$ cat src/rtl/aes_pkg.sv
// Shared types and sizes for the AES input loader: FSM encoding and word geometry.
package aes_pkg;
  localparam int WORD_W    = 32;
  localparam int KEY_WORDS = 8;
  localparam int BLK_WORDS = 4;

  typedef enum logic {
    ST_FILL = 1'b0,
    ST_RUN  = 1'b1
  } state_e;
endpackage

$ cat src/rtl/aes_word_shifter.sv
// Word-serial shift register: each accepted word enters at the LSB end; full_o pulses
// combinationally on the handshake that completes NWORDS words, and the count wraps to 0.
module aes_word_shifter
  import aes_pkg::*;
#(
  parameter int NWORDS = 4
) (
  input  logic                       clk_i,
  input  logic                       rst_n,
  input  logic                       shift_i,
  input  logic [WORD_W-1:0]          word_i,
  output logic [NWORDS*WORD_W-1:0]   data_o,
  output logic [$clog2(NWORDS)-1:0]  cnt_o,
  output logic                       full_o
);
  localparam int CW = $clog2(NWORDS);
  localparam int DW = NWORDS * WORD_W;

  logic [DW-1:0] data_q, data_d;
  logic [CW-1:0] cnt_q, cnt_d;

  assign full_o = shift_i && (cnt_q == CW'(NWORDS - 1));

  always_comb begin
    data_d = data_q;
    cnt_d  = cnt_q;
    if (shift_i) begin
      data_d = {data_q[DW-WORD_W-1:0], word_i};
      cnt_d  = full_o ? '0 : cnt_q + 1'b1;
    end
  end

  always_ff @(posedge clk_i or negedge rst_n) begin
    if (!rst_n) begin
      data_q <= '0;
      cnt_q  <= '0;
    end else begin
      data_q <= data_d;
      cnt_q  <= cnt_d;
    end
  end

  assign data_o = data_q;
  assign cnt_o  = cnt_q;
endmodule

$ cat src/rtl/aes_input_loader.sv
// Assembles a 256-bit key and 128-bit blocks from 32-bit streams, then holds them
// steady with en_o high until the AES core reports done_i or the watchdog expires.
module aes_input_loader
  import aes_pkg::*;
#(
  parameter int TIMEOUT_CYCLES = 4095
) (
  input  logic                            clk_i,
  input  logic                            rst_n,
  input  logic [WORD_W-1:0]               key_word_i,
  input  logic                            key_valid_i,
  output logic                            key_ready_o,
  input  logic [WORD_W-1:0]               data_word_i,
  input  logic                            data_valid_i,
  output logic                            data_ready_o,
  output logic [BLK_WORDS*WORD_W-1:0]     plaintext_o,
  output logic [KEY_WORDS*WORD_W-1:0]     key_o,
  output logic                            en_o,
  input  logic                            done_i,
  output logic                            key_loaded_o,
  output logic [15:0]                     blocks_o,
  output logic                            err_o
);
  localparam int TW = $clog2(TIMEOUT_CYCLES + 1);

  state_e                       state_q, state_d;
  logic [TW-1:0]                timer_q, timer_d;
  logic [15:0]                  blocks_q, blocks_d;
  logic                         err_q, err_d;
  logic                         key_loaded_q, key_loaded_d;
  logic                         key_acc, data_acc, key_full, data_full;
  logic [$clog2(KEY_WORDS)-1:0] key_cnt;
  logic [$clog2(BLK_WORDS)-1:0] data_cnt;

  // Key words only start between blocks; a key word wins over a data word in the same cycle.
  assign key_ready_o  = (state_q == ST_FILL) && (data_cnt == '0);
  assign key_acc      = key_valid_i && key_ready_o;
  assign data_ready_o = (state_q == ST_FILL) && key_loaded_q && (key_cnt == '0) && !key_acc;
  assign data_acc     = data_valid_i && data_ready_o;

  aes_word_shifter #(.NWORDS(KEY_WORDS)) u_key (
    .clk_i   (clk_i),
    .rst_n   (rst_n),
    .shift_i (key_acc),
    .word_i  (key_word_i),
    .data_o  (key_o),
    .cnt_o   (key_cnt),
    .full_o  (key_full)
  );

  aes_word_shifter #(.NWORDS(BLK_WORDS)) u_data (
    .clk_i   (clk_i),
    .rst_n   (rst_n),
    .shift_i (data_acc),
    .word_i  (data_word_i),
    .data_o  (plaintext_o),
    .cnt_o   (data_cnt),
    .full_o  (data_full)
  );

  always_comb begin
    state_d      = state_q;
    timer_d      = timer_q;
    blocks_d     = blocks_q;
    err_d        = err_q;
    key_loaded_d = key_loaded_q;
    if (key_full)
      key_loaded_d = 1'b1;
    else if (key_acc && key_cnt == '0)
      key_loaded_d = 1'b0;
    case (state_q)
      ST_FILL: begin
        if (data_full) begin
          state_d = ST_RUN;
          timer_d = '0;
        end
      end
      ST_RUN: begin
        // Completion takes precedence over a timeout landing in the same cycle.
        if (done_i) begin
          state_d  = ST_FILL;
          blocks_d = blocks_q + 16'd1;
        end else if (timer_q == TW'(TIMEOUT_CYCLES - 1)) begin
          state_d = ST_FILL;
          err_d   = 1'b1;
        end else begin
          timer_d = timer_q + 1'b1;
        end
      end
      default: state_d = ST_FILL;
    endcase
  end

  always_ff @(posedge clk_i or negedge rst_n) begin
    if (!rst_n) begin
      state_q      <= ST_FILL;
      timer_q      <= '0;
      blocks_q     <= '0;
      err_q        <= 1'b0;
      key_loaded_q <= 1'b0;
    end else begin
      state_q      <= state_d;
      timer_q      <= timer_d;
      blocks_q     <= blocks_d;
      err_q        <= err_d;
      key_loaded_q <= key_loaded_d;
    end
  end

  assign en_o         = (state_q == ST_RUN);
  assign key_loaded_o = key_loaded_q;
  assign blocks_o     = blocks_q;
  assign err_o        = err_q;
endmodule

$ cat config.mk
export PLATFORM = sky130hd
export DESIGN_NAME = aes_input_loader
export DESIGN_NICKNAME = d
export VERILOG_FILES = /design/src/rtl/aes_pkg.sv /design/src/rtl/aes_word_shifter.sv /design/src/rtl/aes_input_loader.sv
export SDC_FILE = /design/constraint.sdc
export NUM_CORES = 1
export LEC_CHECK = 0
export CAP_MARGIN = 10
export CORE_UTILIZATION = 45
export CTS_CLUSTER_DIAMETER = 60
export DETAILED_ROUTE_END_ITERATION = 12
export PLACE_DENSITY_LB_ADDON = 0.15
export SYNTH_ARGS = -nofsm -noshare
export SYNTH_HDL_FRONTEND = slang
export SYNTH_SLANG_ARGS = --single-unit
$ cat constraint.sdc
create_clock -name clk_i -period 3.3 [get_ports clk_i]
set_input_delay 0.99 -clock clk_i [delete_from_list [all_inputs] [get_ports clk_i]]
set_output_delay 0.99 -clock clk_i [all_outputs]
set_load 0.02 [all_outputs]
=== Word-level counts from Yosys, hierarchy flattened ===
Cells that the tools add are included.

* $add $sub $neg: 4
* Multipliers: 0
* Divide/modulo/power cells: 0
* Magnitude comparators: 0
* Equality and inequality tests: 6
* Shift-type cells: 0
* Multiplexer cells: 12
* Bitwise logic cells: 2
* Reduce and logical (&&, ||, !) cells: 16

{| class="wikitable"
|+ Operators by type and width
! kind !! count
|-
| two-way mux 12 bit || 3
|-
| case mux 12 bit (2 select lines) || 1
|-
| adder 16 x 1 -> 16 bit (second input constant) || 1
|-
| adder 12 x 1 -> 12 bit (second input constant) || 1
|-
| == test 12 bit (second input constant) || 1
|-
| logical AND 1 bit || 9
|-
| AND reduction 3 bit || 2
|-
| two-way mux 1 bit || 5
|-
| != test 2 bit (second input constant) || 2
|-
| adder 3 x 1 -> 3 bit (second input constant) || 1
|-
| == test 3 bit (second input constant) || 1
|-
| zero test 3 bit || 1
|-
| two-way mux 3 bit || 1
|-
| adder 2 x 1 -> 2 bit (second input constant) || 1
|-
| == test 2 bit (second input constant) || 1
|-
| zero test 2 bit || 1
|-
| two-way mux 2 bit || 1
|-
| != test 2 x 1 -> 1 bit (second input constant) || 1
|-
| NOT 1 bit || 2
|-
| case mux 1 bit (2 select lines) || 1
|-
| AND reduction 2 bit || 1
|-
| nonzero test 2 bit || 1
|-
| zero test 1 bit || 1
|}

* Bits in registers: 420
* Latch bits: 0
* RAM bits: 0
* Memory bits (read-only): 0
* Bits of input ports: 69
* Memories: 0

=== Longest topological paths before layout ===
* Word-level depth: 9
* Gate-level depth with buffers: 9
* Depth with buffers taken out: 7

=== Modules after synthesis ===
From an unflattened synthesis, not the netlist that was laid out.

* Cells, all modules: 972
* Area, all modules: 17,195.2 um^2

{| class="wikitable"
|+ Modules (own cells, without submodules)
! module !! instances !! cells an instance !! area each (um^2) !! seq. area each (um^2)
|-
| aes_word_shifter (u_key) || 1 || 553 || 10,421.2 || 6,481.2
|-
| aes_word_shifter (u_data) || 1 || 278 || 5,221.3 || 3,253.1
|-
| aes_input_loader || 1 || 141 || 1,552.7 || 775.7
|}

=== Worst setup path before layout ===
Ideal clock, no wire load.

* Path kind: input port to output port
* Start point: input port key_valid_i
* End point: output port data_ready_o
* Arrival: 1,314 ps
* Required time: 2,310 ps
* Slack: 996 ps
* Stages on the path: 2
* Path buffers: 0
* Cells stage by stage: nand2_1 and2_1

* Longest elaborated chain between the ends: 3

{| class="wikitable"
|+ RTL lines
! what !! RTL line !! source
|-
| from (decl) || aes_input_loader.sv:11 || <nowiki>input logic key_valid_i,</nowiki>
|-
| logical AND 1 bit || aes_input_loader.sv:37 || <nowiki>assign key_acc = key_valid_i && key_ready_o;</nowiki>
|-
| zero test 1 bit || aes_input_loader.sv:38 || <nowiki>assign data_ready_o = (state_q == ST_FILL) && key_loaded_q && (key_cnt == '0) && !key_acc;</nowiki>
|-
| logical AND 1 bit || aes_input_loader.sv:38 ||
|-
| to (decl) || aes_input_loader.sv:15 || <nowiki>output logic data_ready_o,</nowiki>
|}

No other way between the ends.

=== Final worst setup path ===
Same ends and word-level chain as after synthesis.

==> flow_summary.yaml <==
sta:
  timing_hold_violations_final: 0
  rsz0062_at_grt: "no"
  worst_pin_slew_ps: 577
  skew_ps: 12.8
  tns_ps: 0
  max_slew_margin_pct: 61.6
  setup_violations: 0
  holdWs_ps: 408
  fmax_mhz: 313
  drv_slew: 0
  period_minus_slack_ps: 3200
  post-route-period-util_pct: 96.9
die:
  start_util_pct: 46.1
  die-area_um2: 37500
  row_count: 69
  dieHeight_um: 194
  die_x_um: 194
  pin_count: 474
  core_um2: 35900
layout:
  multiInputGateArea_um2: 5620
  layout-drive-gt1-share_pct: 12.1
  register_area_um2: 10500
  antenna_cells: 0
  syn_to_final_growth_pct: 41.5
  fin_nets: 2088
  n_fill_cell: 2829
placed_design:
  io_buffer_count: 473
  gp_congestion: 0.818
  dp_hpwl_um: 31700
global_routing:
  grt-ovfl-total: 0
  grt_pass1_wl_um: 71000
  grt_antenna_before_repair: 0
  grt_usage_pct: 24.0
  grt_max_degree: 83
  grt_pass1_vias: 12300
synthesis:
  synth_edf_count: 0
  synth.top_cell.area_share_pct: 63.5
  synth_nets: 1604
  synth_area_um2: 16500
  synth_ff_type: "dfrtp_1"
  synth_seq_cells: 420
  synth_cell_types: 45
  synth_seq_area_share_pct: 63.5
  netlist_instances: 1527
  synth_area_leaders: "dfrtp_1, nand2_1, mux2_4"
  synth_warnings: 0
  syn-mean-instance-area_um2: 10.8
  synth.largest_area_cell: "dfrtp_1"
  async_flop_share_pct: 100
cts:
  clk_path_buf_depth: 3
  cts_buffers: 44
  clk_latency_ps: 540
  htree_levels: 2
  holdBufCountCts: 0
  cts_root_buf: "clkbuf_16"
  clkTransAtPathRegs_ps: 60
  cts_num_sinks: 420
  cts_tree: "done"
flow_run:
  drv_cap: 0
critical_path:
  r2r_end: "u_key.data_o[213]"
  crit_path_end_kind: "output pin"
  r2r_slack_ps: 1250
  crit_arrival_ps: 2210
  r2r_start: "u_data.cnt_o[0]"
  worstSetupPathType: "input pin to output pin"
  r2r_cells: 7
  crit_fanout: 2
  critical_path_required_ps: 2310
  startpoint: "key_valid_i"
  worstSetupStartpointType: "input pin"
route:
  drt_wl_total_um: 44700
  via_per_inst: 4.86
  vias: 12200
  drt_iter0_markers: 709
  wl_per_cell_um: 17.9
  firstDrtPassIters: 5
  ant_nets: 0
  drc: 0
status:
  status: "completed"
hold_path:
  hp-class: "input pin to async pin"
power_and_ir_drop:
  power_density_nw_per_um2: 928
  peakVddDrop_mv: 0.651
  p_leak_nw: 11.9
==> cells in the mapped netlist (2+ instances only) <==
master	instances
nor4b_1	2
o211ai_1	2
nand2_1	782
clkbuf_1	24
and3_1	3
a21o_1	4
nor2b_1	3
and2_1	5
nand3_1	13
inv_1	8
nand2b_1	2
nor2_1	4
o211a_1	3
buf_2	32
xnor2_1	10
mux2_2	42
a211o_1	5
xor2_1	5
o21ai_0	6
a211oi_1	2
and4_1	4
or3_1	3
buf_6	11
dfrtp_1	420
ha_1	8
buf_1	7
nand4_1	7
and4_4	2
mux2_4	88
nor3_1	5
==> report_power, final <==
| group | internal [mW] | leakage [nW] | switching, mW | total, mW |
|---|---|---|---|---|
| clock network | 2.97 | 0.712 | 1.94 | 4.91 |
| logic | 3.91 | 5.66 | 4.74 | 8.65 |
| registers | 6.79 | 5.55 | 1.38 | 8.17 |
| total | 13.7 | 11.9 | 8.07 | 21.7 |
==> placed cells by master (no fill, tap or decap), drive strengths merged, types with 4 or more instances in the layout <==
cell / n
nand2: 782
clkinv: 4
dfrtp: 420
clkbuf: 70
and2: 5
and4: 6
xor2: 5
nor3: 5
a211o: 5
o21ai: 6
xnor2: 10
a21o: 4
buf: 40
nand4: 8
clkdlybuf4s50: 472
nor2: 4
inv: 9
ha: 8
nand3: 14
mux2: 130
==> cells by family after synthesis <==
family	count (synthesis)	synth area share, %
xor+xnor	15	0.794
buf+inv	83	2.62
compound gates	30	1.49
fa+ha+maj	8	0.605
flops	420	63.5
simple gates	841	20.1
mux	130	10.8
==> cell type report <==
| type | count | share of cell area [%] |
|---|---|---|
| clock inverter | 7 | 0.390 |
| inverter | 9 | 0.144 |
| clock buffer | 70 | 5.81 |
| multi-input combinational | 1024 | 24.0 |
| sequential | 420 | 44.9 |
| tap | 461 | 2.46 |
| timing repair buffer | 512 | 22.3 |
==> critical path: stages <==
cell	delay, ps
clkdlybuf4s50_1	480
nand2_1	60
and2_1	150
clkdlybuf4s50_1	520
==> routing by layer <==
| metal | up-vias | track usage, % | share of wire (%) |
|---|---|---|---|
| li1 | 5828 | - | - |
| met1 | 5842 | 30.3 | 41 |
| met2 | 435 | 38.6 | 47 |
| met3 | 72 | 8.44 | 9.1 |
| met4 | 0 | 7.59 | 2.6 |
| met5 | - | 0 | 0 |
==> registers in the layout (all words and copies together), names as in the netlist <==
name,cells
en_o,1
err_o,1
timer_q,12
key_loaded_o,1
u_key.cnt_o,3
u_data.data_o,128
u_key.data_o,256
u_data.cnt_o,2
blocks_o,16
==> per-stage QoR <==
step                      total power, mW  std cells  util [%]  instance area, µm²  worst slack [ps]
after CTS                            21.9       2503      65.2               23400              65.7
after detailed placement             16.9       2426      61.2               22000              99.3
after floorplan                      12.3       1527         -               16500               996
after global routing                 22.9       2503      65.2               23400              7.85
after global placement               16.8       2426      61.2               22000              76.3
final                                21.7       2503      65.2               23400               101
==> worst max-delay path by stage <==
stage / to / slack, ps / cells after the start
final: data_ready_o / 100 / 4
after global routing: data_ready_o / 8 / 5
after CTS: data_ready_o / 70 / 5
after detailed placement: data_ready_o / 100 / 4
after global placement: data_ready_o / 80 / 4
after floorplan: data_ready_o / 1000 / 2
==> timing repair <==
item,4_1_cts,5_1_grt
gates resized for setup,0,1
setup endpoints to repair,0,1
setup buffers,0,0
Power figures use the tool's default switching activity.
